## config.mk

```make
export PLATFORM = sky130hd
export DESIGN_NAME = ac_sequencer
export DESIGN_NICKNAME = d
export VERILOG_FILES = /design/src/rtl/ac_pkg.sv /design/src/rtl/ac_timer.sv /design/src/rtl/ac_sequencer.sv
export SDC_FILE = /design/constraint.sdc
export NUM_CORES = 1
export LEC_CHECK = 0
export ABC_AREA = 1
export CORE_MARGIN = 2
export CORE_UTILIZATION = 30
export DETAILED_ROUTE_END_ITERATION = 16
export PLACE_DENSITY = 0.53
export REMOVE_ABC_BUFFERS = 1
export SETUP_SLACK_MARGIN = 0.05
export SLEW_MARGIN = 20
export SYNTH_ARGS = -nofsm -noshare
export SYNTH_HDL_FRONTEND = slang
export SYNTH_SLANG_ARGS = --single-unit
export TNS_END_PERCENT = 100
```

## constraint.sdc

```tcl
create_clock -name clk -period 2.7 [get_ports clk]
set_input_delay 0.54 -clock clk [delete_from_list [all_inputs] [get_ports clk]]
set_output_delay 0.54 -clock clk [all_outputs]
set_load 0.02 [all_outputs]
```

## src/rtl/ac_pkg.sv

```systemverilog
// Shared air-conditioning definitions: sequencer state encodings and default thresholds,
// reused by the sensor and display blocks.
package ac_pkg;

  typedef enum logic [1:0] {
    StIdle = 2'b00,
    StCool = 2'b01,
    StHeat = 2'b10,
    StRest = 2'b11
  } ac_state_e;

  localparam int unsigned DefaultLowTh  = 18;
  localparam int unsigned DefaultTarget = 20;
  localparam int unsigned DefaultHighTh = 22;

endpackage

```

## src/rtl/ac_timer.sv

```systemverilog
// Loadable up-counter with synchronous clear, saturation at a run-time limit and a done flag
// raised while the count sits at the limit.
module ac_timer #(
  parameter int unsigned CNT_W = 4
) (
  input  logic             clk,
  input  logic             rst_n,
  input  logic             clr,
  input  logic             load,
  input  logic [CNT_W-1:0] load_val,
  input  logic             inc,
  input  logic [CNT_W-1:0] limit,
  output logic             done
);

  logic [CNT_W-1:0] count_q, count_d;

  always_comb begin
    count_d = count_q;
    if (clr) begin
      count_d = '0;
    end else if (load) begin
      count_d = load_val;
    end else if (inc && (count_q < limit)) begin
      count_d = count_q + CNT_W'(1);
    end
  end

  always_ff @(posedge clk or negedge rst_n) begin
    if (!rst_n) begin
      count_q <= '0;
    end else begin
      count_q <= count_d;
    end
  end

  assign done = (count_q == limit);

endmodule

```

## src/rtl/ac_sequencer.sv

```systemverilog
// Thermostat sequencer: hysteretic heat/cool requests with minimum-on time and a mandatory
// rest period between runs; outputs are pure decodes of the state register.
module ac_sequencer
  import ac_pkg::*;
#(
  parameter int unsigned TEMP_W  = 5,
  parameter int unsigned LOW_TH  = DefaultLowTh,
  parameter int unsigned TARGET  = DefaultTarget,
  parameter int unsigned HIGH_TH = DefaultHighTh,
  parameter int unsigned MIN_ON  = 8,
  parameter int unsigned LOCKOUT = 4,
  parameter int unsigned CNT_W   = 4
) (
  input  logic              clk,
  input  logic              rst_n,
  input  logic              enable,
  input  logic [TEMP_W-1:0] temperature,
  output logic              heating,
  output logic              cooling,
  output logic [1:0]        state
);

  if (!((LOW_TH < TARGET) && (TARGET < HIGH_TH))) begin : g_bad_thresholds
    $error("ac_sequencer: thresholds must satisfy LOW_TH < TARGET < HIGH_TH");
  end
  if ((HIGH_TH >> TEMP_W) != 0) begin : g_bad_temp_w
    $error("ac_sequencer: HIGH_TH does not fit in TEMP_W bits");
  end
  if ((MIN_ON < 1) || (LOCKOUT < 1)) begin : g_bad_times
    $error("ac_sequencer: MIN_ON and LOCKOUT must be at least 1");
  end
  if ((((MIN_ON - 1) >> CNT_W) != 0) || (((LOCKOUT - 1) >> CNT_W) != 0)) begin : g_bad_cnt_w
    $error("ac_sequencer: CNT_W too narrow for MIN_ON/LOCKOUT");
  end

  ac_state_e        state_q, state_d;
  logic             timer_clr;
  logic             timer_inc;
  logic             timer_done;
  logic [CNT_W-1:0] timer_limit;

  logic temp_low, temp_high, temp_ge_target, temp_le_target;

  assign temp_low       = (temperature <= TEMP_W'(LOW_TH));
  assign temp_high      = (temperature >= TEMP_W'(HIGH_TH));
  assign temp_ge_target = (temperature >= TEMP_W'(TARGET));
  assign temp_le_target = (temperature <= TEMP_W'(TARGET));

  always_ff @(posedge clk or negedge rst_n) begin
    if (!rst_n) begin
      state_q <= StIdle;
    end else begin
      state_q <= state_d;
    end
  end

  always_comb begin
    state_d = state_q;
    unique case (state_q)
      StIdle: begin
        if (enable && temp_low) begin
          state_d = StHeat;
        end else if (enable && temp_high) begin
          state_d = StCool;
        end
      end
      StHeat: begin
        if (timer_done && (temp_ge_target || !enable)) state_d = StRest;
      end
      StCool: begin
        if (timer_done && (temp_le_target || !enable)) state_d = StRest;
      end
      StRest: begin
        if (timer_done) state_d = StIdle;
      end
      // Unknown state recovers through the lockout so the plant is never short-cycled.
      default: state_d = StRest;
    endcase
  end

  always_comb begin
    heating = (state_q == StHeat);
    cooling = (state_q == StCool);
    state   = state_q;
  end

  // One timer serves every timed state; it restarts from zero on each state change.
  assign timer_clr   = (state_q == StIdle) || (state_d != state_q);
  assign timer_inc   = (state_q != StIdle);
  assign timer_limit = (state_q == StRest) ? CNT_W'(LOCKOUT - 1) : CNT_W'(MIN_ON - 1);

  ac_timer #(
    .CNT_W(CNT_W)
  ) u_timer (
    .clk     (clk),
    .rst_n   (rst_n),
    .clr     (timer_clr),
    .load    (1'b0),
    .load_val({CNT_W{1'b0}}),
    .inc     (timer_inc),
    .limit   (timer_limit),
    .done    (timer_done)
  );

endmodule

```

### Yosys cells after proc, flatten, opt, wreduce, memory -nomap -nowiden

Cells that the tools add are included.

* add/subtract/negate cells: 1
* eq/ne operators: 5
* reductions and logical operators: 12
* magnitude comparators: 5
* muxes and demuxes: 9

Operator list (number)
* 5-bit greater-or-equal comparator (second input constant): 2
* 5-bit <= comparator (second input constant): 2
* 2-bit 2-to-1 mux: 5
* 4-bit 2-to-1 mux: 2
* 2-bit one-hot mux with 4 select lines: 1
* 1-bit logical AND: 5
* 4-bit by 1-bit adder with 4-bit output (second input constant): 1
* 2-bit equality test (second input constant): 2
* 4-bit by 3-bit equality test with 1-bit output: 1
* 4-bit by 3-bit less-than comparator with 1-bit output: 1
* 2-bit nonzero test: 2
* 1-bit logical OR: 3
* 3-bit 2-to-1 mux: 1
* 2-bit by 1-bit equality test with 1-bit output (second input constant): 1
* 2-bit zero test: 1
* 2-bit inequality test: 1
* 1-bit zero test: 1

* bits in registers: 6
* input port bits: 8
* logic and storage cells: 34
* output and inout bits: 4

### Longest topological paths before layout

Gate-level depths: netlist (run 1).

* depth after elaboration: 9
* depth in mapped cells: 11
* gate-level depth less buffers: 11

### Hierarchy

Synthesis (run 1) repeated with hierarchy kept, for this count alone.

* cells, all modules: 104
* area, all modules: 624.3 sq um

Modules (own cells, without submodules)
* ac_timer: area an instance 382.9 sq um, times used 1, seq. area each 100.1 sq um, cells an instance 59
* ac_sequencer: area an instance 241.5 sq um, times used 1, seq. area each 50.0 sq um, cells an instance 45

### Worst setup path before layout (run 1)

OpenSTA, ideal clock, no wires.

* kind: register to register
* start point: reg state_q[0], in the netlist state[0]
* end point: reg u_timer.count_q[0]
* setup slack: 1.041 ns
* setup time: 0.120 ns
* clock period less this slack: 1.659 ns
* arrival time: 1.539 ns
* data required time: 2.580 ns
* stages on the path, launching flop included: 11
* path buffers: 0
* path through: dfrtp_1 -> nand2_1 -> inv_2 -> ha_1 -> nand2_1 -> nor2_2 -> nand2_1 -> a21oi_1 -> nand2_1 -> nand3_2 -> nor2_1

* longest elaborated chain between the ends: 9
* elaborated cells between the ends (all ways): 21
* classes of those cells: order compare: 1; eq/ne: 5; mux: 8; reduce/logical: 7

RTL lines
* start: declaration: RTL line ac_sequencer.sv:36 `ac_state_e state_q, state_d;`
* start signal: assignment: RTL line ac_sequencer.sv:51 `state_q <= StIdle;`
* start signal: assignment: RTL line ac_sequencer.sv:53 `state_q <= state_d;`
* 2-bit equality test: RTL line ac_sequencer.sv:59, ac_sequencer.sv:90
* 3-bit 2-to-1 mux: RTL line ac_sequencer.sv:90 `assign timer_limit = (state_q == StRest) ? CNT_W'(LOCKOUT - 1) : CNT_W'(MIN_ON - 1);`
* 4-bit by 3-bit equality test with 1-bit output: RTL line ac_timer.sv:37 `assign done = (count_q == limit);`
* 1-bit logical AND, on equally long branches: RTL line ac_sequencer.sv:71, ac_sequencer.sv:68
* 2-bit 2-to-1 mux, on equally long branches: RTL line ac_sequencer.sv:71, ac_sequencer.sv:68
* 2-bit one-hot mux with 4 select lines: RTL line ac_sequencer.sv:59 `unique case (state_q)`
* 2-bit inequality test: RTL line ac_sequencer.sv:88 `assign timer_clr = (state_q == StIdle) || (state_d != state_q);`
* 1-bit logical OR: RTL line ac_sequencer.sv:88
* 4-bit 2-to-1 mux / 2-bit nonzero test (equally long branches)
* end signal: assignment: RTL line ac_timer.sv:33 `count_q <= count_d;`
* end: declaration: RTL line ac_timer.sv:16 `logic [CNT_W-1:0] count_q, count_d;`

Several ways; a longest one is shown, not always the timed one.
A chain may end at the register's enable or synchronous reset.

### Worst setup path after layout (run 1)

* start point: reg state_q[0], in the netlist state[0]
* end point: out cooling

* longest elaborated chain between the ends: 1

RTL lines
* 2-bit by 1-bit equality test with 1-bit output: RTL line ac_sequencer.sv:83 `cooling = (state_q == StCool);`
* end: declaration: RTL line ac_sequencer.sv:19 `output logic cooling,`

Every way passes these cells.

==> metrics.txt, run 1 <==
run status completed; CP startpoint kind flop; Final setup viols 0; GR Util met3 2.55%; hpwl dp between 700 and 800 um; Post-synth EDFFs 0; CTS resizes 0; final hold vios 0; Reg2Reg Depth 10; drt initial violations 4; proportion of layout cells with a drive suffix above 1 between 10% and 20%; r2r setup slk about 1000 ps; GRT overflow 0; WL per Instance between 8 and 9 um; Die Height ~43 um; Total GRT Usage 11.5%; met1 GRT Util 16.1%; post-synthesis sequential area ratio ~33%; Final Skew a little under 0.5 ps; Syn Inst Count 67; Tmin final roughly 2100 ps; Fillers 156; Max Cap Violations 0; # diodes 0; Die ar. roughly 1900 um^2; TritonCTS Buffers 3; Worst Max-Slew Pin Slew around 270 ps; leading cell type by number of instances after synthesis nand2_1; Net Sw Frac 45.7%; YS warnings 0; # nets final 93; post-place setup slack roughly 870 ps; Synth Register Bits 6; core area roughly 1500 um^2; Achievable Freq between 400 and 500 MHz; Logic pwr share around 59%; Initial Utilization 31.4%; number of core rows 14; worst-path fanout max 7; vias in the first global route roughly 380; Avg Cell Area, Syn about 6.9 um^2; largest area contributor in the netlist dfrtp_1; routed vias/inst between 4 and 5; Pwr Density between 900 and 1000 nW/um^2; pin count of the biggest net entering global routing 8; synthesized cell area 462 um^2; clock tree root driver cell clkbuf_4; # DRC 0; initial antenna violation count 0; HP Class in2async; final WL about 840 um; worst-skew pair later-pin latency between 200 and 250 ps; Reg-to-Reg End u_timer.count_q[0]$_DFFE_PN0P_; via count 417; Layout area overhead 33.1%; Crit. Startpoint state[0]$_DFF_PN0_; CTS H-Tree Depth 1; Rel. slew slack 82.2%; met2 GRT Util between 10 and 15%; I/O pins 12; Crit. End Element output pin; clock slew at reported path FFs 40 ps; Crit path largest cell delay ~610 ps; # Post-CTS Setup Buffers 0; LEAKAGE approximately 0.32 nW; first-pass GRT wire length 1540 um; Routed Antenna Nets 0; reg2reg start state[0]$_DFF_PN0_; Slew Limit Fails 0; IO buf count 11; CP max stage cell clkdlybuf4s50_1; top cells by area, synth dfrtp_1, nand2_1, inv_1, nor2_2, nor2_1; Post-synth top cells nand2_1, inv_1, nor2_1; Clock Path Buffers 2; Worst Setup EP cooling; Fin Hold WS roughly 540 ps; drt pass-1 iters 2; Worst EP required 2160 ps; Crit Path Class reg2out; Worst Path Arrival 1530 ps; TritonCTS clock tree built; hold buffers post-CTS 0; Most used DFF post-synth dfrtp_1; GPL Wtd Cong roughly 0.8; sequence of cells on the critical path inv_1, nor2_1, clkdlybuf4s50_1; P_int around 0.33 mW; clock sink count 6; RSZ-0062 raised after global routing false; area share of the largest cell type after synthesis between 30% and 40%; VDD IR-drop max slightly above 0.5 mV; GRT Max-Usage Layer met1; Seq pwr share 27.9%; Sw Pwr roughly 0.27 mW; chip width ~43 um; final setup margin approximately 630 ps; setup TNS 0 ps; Unique masters post-synth 15; period utilization between 70% and 80%; Async S/R FF share, synth 100%; Clk pwr share 13.3%
[metrics by stage]
stage | cell area, um^2 | power, mW | util (%) | cells
after floorplan | 462 | 0.418 | - | 67
after global placement | 592 | 0.526 | 40.2 | 94
after detailed placement | 592 | 0.527 | 40.2 | 94
after CTS | 614 | 0.610 | 41.8 | 97
after global routing | 614 | 0.667 | 41.8 | 97
final | 614 | 0.601 | 41.8 | 97
[sequential cells by signal, indices dropped and copies added, names as in the netlist]
name             cells
state                2
u_timer.count_q      4
[cell families (layout without fill, tap and decap cells)]
family	count (synthesis)	count (layout)	share of synthesized area [%]
simple gates	42	42	44.7
compound gates	5	5	5.42
fa+ha+maj	2	2	5.42
buf+inv	10	24	8.13
xor+xnor	2	2	3.79
flops	6	6	32.5
[worst min path at each step]
stage | startpoint | end | slack (ps) | depth (start not counted)
floorplan | rst_n | state[0]$_DFF_PN0_ | 240 | 0
global placement | u_timer.count_q[0]$_DFFE_PN0P_ | u_timer.count_q[0]$_DFFE_PN0P_ | 580 | 2
detailed placement | u_timer.count_q[0]$_DFFE_PN0P_ | u_timer.count_q[0]$_DFFE_PN0P_ | 590 | 2
CTS | rst_n | u_timer.count_q[3]$_DFFE_PN0P_ | 540 | 1
global route | rst_n | u_timer.count_q[1]$_DFFE_PN0P_ | 550 | 1
finish | rst_n | u_timer.count_q[0]$_DFFE_PN0P_ | 540 | 1
[power groups by stage]
stage                     Sequential (mW)  Clock, mW  Combinational (mW)
final                               0.168     0.0799               0.353
after floorplan                     0.177          0               0.242
after detailed placement            0.169          0               0.357
after global routing                0.175     0.0911               0.402
after CTS                           0.168     0.0832               0.359
after global placement              0.170          0               0.356
[area by class of cell]
| type | instances | area (um^2) | share of cell area (%) |
|---|---|---|---|
| Multi-Input combinational cell | 51 | 274 | 44.6 |
| Sequential cell | 6 | 150 | 24.4 |
| Timing Repair Buffer | 11 | 110 | 17.9 |
| Inverter | 10 | 37.5 | 6.11 |
| Clock buffer | 3 | 22.5 | 3.67 |
| Tap cell | 16 | 20.0 | 3.26 |
[layout by cell type (no fill, tap or decap)]
master           count
nand2_1             20
clkdlybuf4s50_1     11
inv_1                9
nor2_1               8
dfrtp_1              6
nor2_2               5
nand2_2              3
nand3_1              3
clkbuf_4             3
o21ai_0              2
nand3_2              2
a21oi_1              2
xor2_1               2
ha_1                 2
inv_2                1
nor3_4               1
o21ai_1              1
[worst max-delay path: cells and delay by family (launching register included)]
| family | cells | cell delay (ps) |
|---|---|---|
| buffers and inverters | 2 | 730 |
| DFF | 1 | 470 |
| and+or+nand+nor | 1 | 100 |
[per-layer routing]
metal	part of all wire [%]	routed length (um)	vias to the layer above
li1	-	-	234
met5	0	0	-
met3	1.4	12	4
met4	2.6	22	0
met1	54	453	175
met2	42	349	4
Power figures use the tool's default switching activity.
==> inputs of run 2 (changes only) <==
--- a/config.mk
+++ b/config.mk
@@ -9,7 +9,7 @@
 export CORE_MARGIN = 2
 export CORE_UTILIZATION = 30
 export DETAILED_ROUTE_END_ITERATION = 16
-export PLACE_DENSITY = 0.53
+export PLACE_DENSITY = 0.55
 export REMOVE_ABC_BUFFERS = 1
 export SETUP_SLACK_MARGIN = 0.05
 export SLEW_MARGIN = 20
==> constraint.sdc (replaced) <==
create_clock -name clk -period 1.7 [get_ports clk]
set_input_delay 0.34 -clock clk [delete_from_list [all_inputs] [get_ports clk]]
set_output_delay 0.34 -clock clk [all_outputs]
set_load 0.02 [all_outputs]
==> run 2 against run 1 <==
Net effect:
- final cell count increased by 8.2%
- die area did not move
- setup slack lost 510 ps
- clock-buffer cell count did not move
- combinational power up 120%
- largest power group unchanged
==> metrics.txt, run 2 (same netlist as run 1, synthesis figures left out) <==
Max Cap Violations 0; Total GRT Usage a little under an eighth; Placed Instances ~100; fin area ~700 um^2; CP max stage cell dfrtp_1; TritonCTS clock tree built; WP buf/inv 1; hpwl dp 777 um; post-place setup slack about 92 ps; Routed Antenna Nets 0; CP dominant cell by count nand2_2; Sw Pwr between 0.5 and 0.6 mW; period utilization between 90% and 100%; clock slew at reported path FFs about 40 ps; Clock Path Buffers 2; Layout area overhead 55.8%; Rel. slew slack 82.3%; Clk pwr share between 10% and 20%; Net Sw Frac 44.1%; # diodes 0; total power draw 1.16 mW; Worst EP required 1820 ps; Achievable Freq ~630 MHz; Slew Limit Fails 0; final setup margin 111 ps; Crit. End Element flop; post-layout util 48.9%; clock tree root driver cell clkbuf_4; number of core rows 14; IO buf count 11; TritonCTS Buffers 3; sequence of cells on the critical path nand2_1, inv_2, ha_4, nand2_2, nor2_4, nand2_2, a21oi_2, nand2_2, nand3_4, nor2_1; chip width around 43 um; # DRC 0; vias in the first global route 395; final hold vios 0; Worst Max-Slew Pin Slew ~260 ps; via count between 400 and 500; most common cell after layout, fill and taps aside nand2_1; Pwr Density 1610 nW/um^2; first-pass GRT wire length approximately 1600 um; WL per Instance 9.38 um; Crit Path Class reg2reg; Initial Utilization approximately a third; max FFs per register 4; drt pass-1 iters 4; pin count of the biggest net entering global routing 7; most frequent cells in the layout nand2_1, inv_1, buf_4; P_int 0.648 mW; CTS H-Tree Depth 1; final WL between 900 and 1000 um; routed vias/inst roughly 4.4; GPL Wtd Cong about 0.73; VDD IR-drop max approximately 0.79 mV; Seq pwr share 21.9%; Reg with most FFs u_timer.count_q; Logic pwr share just under 70%; Final Skew around 0.67 ps; CP startpoint kind flop; HP Class in2async; I/O pins 12; # nets final 101; Tmin final between 1500 and 2000 ps; clock sink count 6; LEAKAGE between 0.3 and 0.4 nW; Post-Place Cell Area a little over 600 um^2; core area 1470 um^2; non-filler cells, final 105; Final setup viols 0; initial antenna violation count 0; GRT overflow 0; Die Height approximately 43 um; run status completed; proportion of layout cells with a drive suffix above 1 between 30% and 40%; drt initial violations 6; Die ar. 1870 um^2; RSZ-0062 raised after global routing true; worst-skew pair later-pin latency around 230 ps; cell family with most CP delay simple AND/OR/NAND/NOR gates; worst-path fanout max 5; Crit path largest cell delay approximately 400 ps; Worst Path Arrival ~1700 ps
-- run 2: power groups by stage --
stage | Sequential, mW | Clock (mW) | Combinational (mW)
2_1_floorplan | 0.280 | 0 | 0.384
3_3_place_gp | 0.252 | 0 | 0.643
3_5_place_dp | 0.253 | 0 | 0.643
4_1_cts | 0.251 | 0.129 | 0.631
5_1_grt | 0.264 | 0.139 | 0.871
6_report | 0.253 | 0.120 | 0.784
-- run 2: worst paths after layout --
kind	slack, ps	cells after the start	to	startpoint
max reg2reg	110	10	u_timer.count_q[1]$_DFFE_PN0P_	state[0]$_DFF_PN0_
max in group asynchronous	1150	1	u_timer.count_q[1]$_DFFE_PN0P_	rst_n
min	350	1	u_timer.count_q[2]$_DFFE_PN0P_	rst_n
min reg2reg	610	2	u_timer.count_q[0]$_DFFE_PN0P_	u_timer.count_q[0]$_DFFE_PN0P_
min in group clk	610	2	u_timer.count_q[0]$_DFFE_PN0P_	u_timer.count_q[0]$_DFFE_PN0P_
max	110	10	u_timer.count_q[1]$_DFFE_PN0P_	state[0]$_DFF_PN0_
-- run 2: what timing repair did --
action                                  4_1_cts  5_1_grt
endpoints found under the setup margin        2        6
hold buffers                                  0        0
gates resized for setup                       2       14
setup buffers                                 0        4
pin swaps                                     0        6
-- run 2: stage by stage --
| step | TNS (ps) | hold slack, ps |
|---|---|---|
| 2_1_floorplan | 0 | 44.4 |
| 3_3_place_gp | 0 | 586 |
| 3_5_place_dp | 0 | 585 |
| 4_1_cts | 0 | 343 |
| 5_1_grt | -1.98 | 350 |
| 6_report | 0 | 345 |
-- run 2: area by class of cell --
| type | instances | area [um^2] |
|---|---|---|
| fill | 144 | 752 |
| multi-input combinational | 51 | 320 |
| timing repair buffer | 19 | 169 |
| sequential | 6 | 150 |
| inverter | 10 | 37.5 |
| clock buffer | 3 | 22.5 |
| tap | 16 | 20.0 |
-- run 2: per-layer routing --
layer / vias to the layer above / wire (um) / track usage [%]
met4: 0 / 0 / 7.27
met2: 5 / 472 / 15.8
met1: 200 / 489 / 16.8
met5: - / 0 / 0
li1: 252 / - / -
met3: 0 / 23 / 1.28
==> inputs of run 3 (changes only) <==
--- a/config.mk
+++ b/config.mk
@@ -9,11 +9,13 @@
 export CORE_MARGIN = 2
 export CORE_UTILIZATION = 30
 export DETAILED_ROUTE_END_ITERATION = 16
-export PLACE_DENSITY = 0.55
+export PLACE_DENSITY = 0.52
 export REMOVE_ABC_BUFFERS = 1
 export SETUP_SLACK_MARGIN = 0.05
+export SKIP_CTS_REPAIR_TIMING = 1
 export SLEW_MARGIN = 20
 export SYNTH_ARGS = -nofsm -noshare
 export SYNTH_HDL_FRONTEND = slang
+export SYNTH_HIERARCHICAL = 1
 export SYNTH_SLANG_ARGS = --single-unit
 export TNS_END_PERCENT = 100
==> run 3 against run 2 <==
Net effect:
- clock-buffer cell count did not move
- hold slack got worse by 27 ps
- via count rose by 54%
- utilization rose by 4.4 points
- the flow now finishes with violations (negative setup slack)
- setup slack got worse by 230 ps
- routed wire length rose by 46%
- clock skew rose by 8.8 ps
- die area rose by 32%
- clock power rose by 17%
- critical path depth rose by 4
==> metrics.txt, run 3 <==
drt pass-1 iters 4; post-place setup slack -292 ps; run status finished with violations; CTS H-Tree Depth 1; synthesized cell area about 620 um^2; Post-synth EDFFs 0; Avg Cell Area, Syn ~6 um^2; TritonCTS Buffers 3; Die ar. approximately 2500 um^2; Crit path largest cell delay 370 ps; Reg2Reg Depth 14; area of the multi-input gates around 530 um^2; final WL approximately 1400 um; worst-path fanout max 4; first-pass GRT wire length 2480 um; Tmin final around 1800 ps; sequence of cells on the critical path nand2_1, inv_2, ha_4, nand2_4, nor2_4, a21oi_2, nor2_2, nand2_2, nand2_2, nand3_4, nor2_4, buf_6, nand3_1, nand2_1; fin area 1050 um^2; worst-skew pair later-pin latency 260 ps; YS warnings 6; final setup margin -115 ps; Pwr Density 1620 nW/um^2; I/O pins 12; RSZ-0062 raised after global routing true; Slew Limit Fails 0; Async S/R FF share, synth 100%; Max Cap Violations 0; # diodes 0; GPL Wtd Cong slightly below 0.8; WL per Instance about 8.3 um; # nets final 161; WP buf/inv 2; leading cell type by number of instances after synthesis nand2_1; r2r setup slk -110 ps; Final Skew around 9.5 ps; hpwl dp 1210 um; # DRC 0; Total GRT Usage between 10% and 20%; top cells by area, synth dfrtp_1, nand2_1, nand3_1, inv_1, ha_1; IO buf count 11; routed vias/inst ~4.1; core area between 1500 and 2000 um^2; GRT overflow 0; Routed Antenna Nets 0; Clock Path Buffers 2; TritonCTS clock tree built; initial antenna violation count 0; Reg with most FFs u_timer/count_q; period utilization 107%; Reg-to-Reg End u_timer/count_q[1]$_DFFE_PN0P_; CP startpoint kind flop; drt initial violations 7; area share of the largest cell type after synthesis about a quarter; largest area contributor in the netlist dfrtp_1; max FFs per register 4; Worst Path Arrival 2010 ps; violated checks negative setup slack; via count between 700 and 800; Achievable Freq 551 MHz; most frequent cells in the layout nand2_1, conb_1, inv_1, buf_4, nand3_1; clock tree root driver cell clkbuf_4; clock sink count 6; Worst EP required approximately 1900 ps; post-synthesis sequential area ratio around a quarter; Initial Utilization 31.8%; Layout area overhead 67.5%; VDD IR-drop max 0.786 mV; cell family with most CP delay simple AND/OR/NAND/NOR gates; LEAKAGE between 0.5 and 0.6 nW; Fillers between 200 and 250; Post-synth top cells nand2_1, inv_1, nand3_1; FF/Latch Area ~150 um^2; Syn Inst Count ~100; number of core rows 16; final hold vios 0; chip width between 40 and 50 um; CP max stage cell dfrtp_1; pin count of the biggest net entering global routing 7; Synth Register Bits 6; HP Class in2async; Crit Path Class reg2reg; Unique masters post-synth 18; proportion of layout cells with a drive suffix above 1 a little under a third; Most used DFF post-synth dfrtp_1; Post-Place Cell Area 930 um^2; clock slew at reported path FFs 50 ps; Final setup viols 4; vias in the first global route approximately 610; reg2reg start state[0]$_DFF_PN0_; Crit. End Element flop; Die Height 49.6 um; most common cell after layout, fill and taps aside nand2_1
==> run 3: cell count changes after synthesis, sizes merged, moves of 2 or more <==
| cell | change |
|---|---|
| xor2 | -2 |
| conb | +2 |
| nand2 | +14 |
| ha | +3 |
| inv | +9 |
| nand3 | +9 |
==> run 3: cells by family after synthesis <==
family	count (synthesis)	synth area share, %
adder cells (fa/ha/maj)	5	10.0
flip-flops	6	24.0
XOR/XNOR	1	1.40
AO/OA/AOI/OAI	5	4.01
other	2	1.20
buffers and inverters	20	12.0
AND/OR/NAND/NOR	65	47.3
==> run 3: worst max path at each step <==
stage / depth (start not counted) / from / to / slack (ps)
floorplan: 14 / state[0]$_DFF_PN0_ / u_timer/count_q[2]$_DFFE_PN0P_ / -320
global placement: 12 / temperature[4] / u_timer/count_q[3]$_DFFE_PN0P_ / -270
detailed placement: 12 / temperature[4] / u_timer/count_q[0]$_DFFE_PN0P_ / -290
CTS: 14 / state[0]$_DFF_PN0_ / u_timer/count_q[0]$_DFFE_PN0P_ / -240
global route: 13 / u_timer/count_q[0]$_DFFE_PN0P_ / u_timer/count_q[0]$_DFFE_PN0P_ / -230
finish: 14 / state[0]$_DFF_PN0_ / u_timer/count_q[1]$_DFFE_PN0P_ / -110
==> run 3: per-layer routing <==
metal / GRT usage, % / vias to the layer above / routed length (um)
li1: - / 390 / -
met1: 17.7 / 304 / 730
met2: 19.6 / 5 / 659
met3: 3.64 / 3 / 37
met4: 5.56 / 0 / 16
met5: 0 / - / 0
==> run 3: where the power goes <==
group | internal (mW) | switching [mW] | leakage (nW) | total [mW]
combinational | 0.598 | 0.709 | 0.509 | 1.31
clock | 0.0804 | 0.0598 | 0.0138 | 0.140
sequential | 0.208 | 0.0394 | 0.0754 | 0.248
==> run 3: area by class of cell <==
type | instances | share of cell area [%]
timing repair buffer | 26 | 22.6
multi-input combinational | 91 | 50.5
inverter | 20 | 7.18
tap | 27 | 3.23
clock buffer | 3 | 2.15
sequential | 6 | 14.4
==> run 3: stage by stage <==
step	hold WS (ps)	power, mW	util [%]	std cells	setup TNS [ps]
6_report	318	1.70	53.3	173	-439
5_1_grt	340	1.85	53.3	173	-897
3_3_place_gp	597	1.32	47.4	170	-1070
4_1_cts	325	1.48	48.5	173	-1280
3_5_place_dp	600	1.33	47.4	170	-1160
2_1_floorplan	44.4	0.736	-	117	-1230
==> run 3: worst register-to-register path: stages, from the launching register on <==
cell	delay (ps)
dfrtp_1	370
nand2_1	80
inv_2	40
ha_4	260
nand2_4	50
nor2_4	120
a21oi_2	70
nor2_2	120
nand2_2	70
nand2_2	90
nand3_4	80
nor2_4	120
buf_6	120
nand3_1	70
nand2_1	80
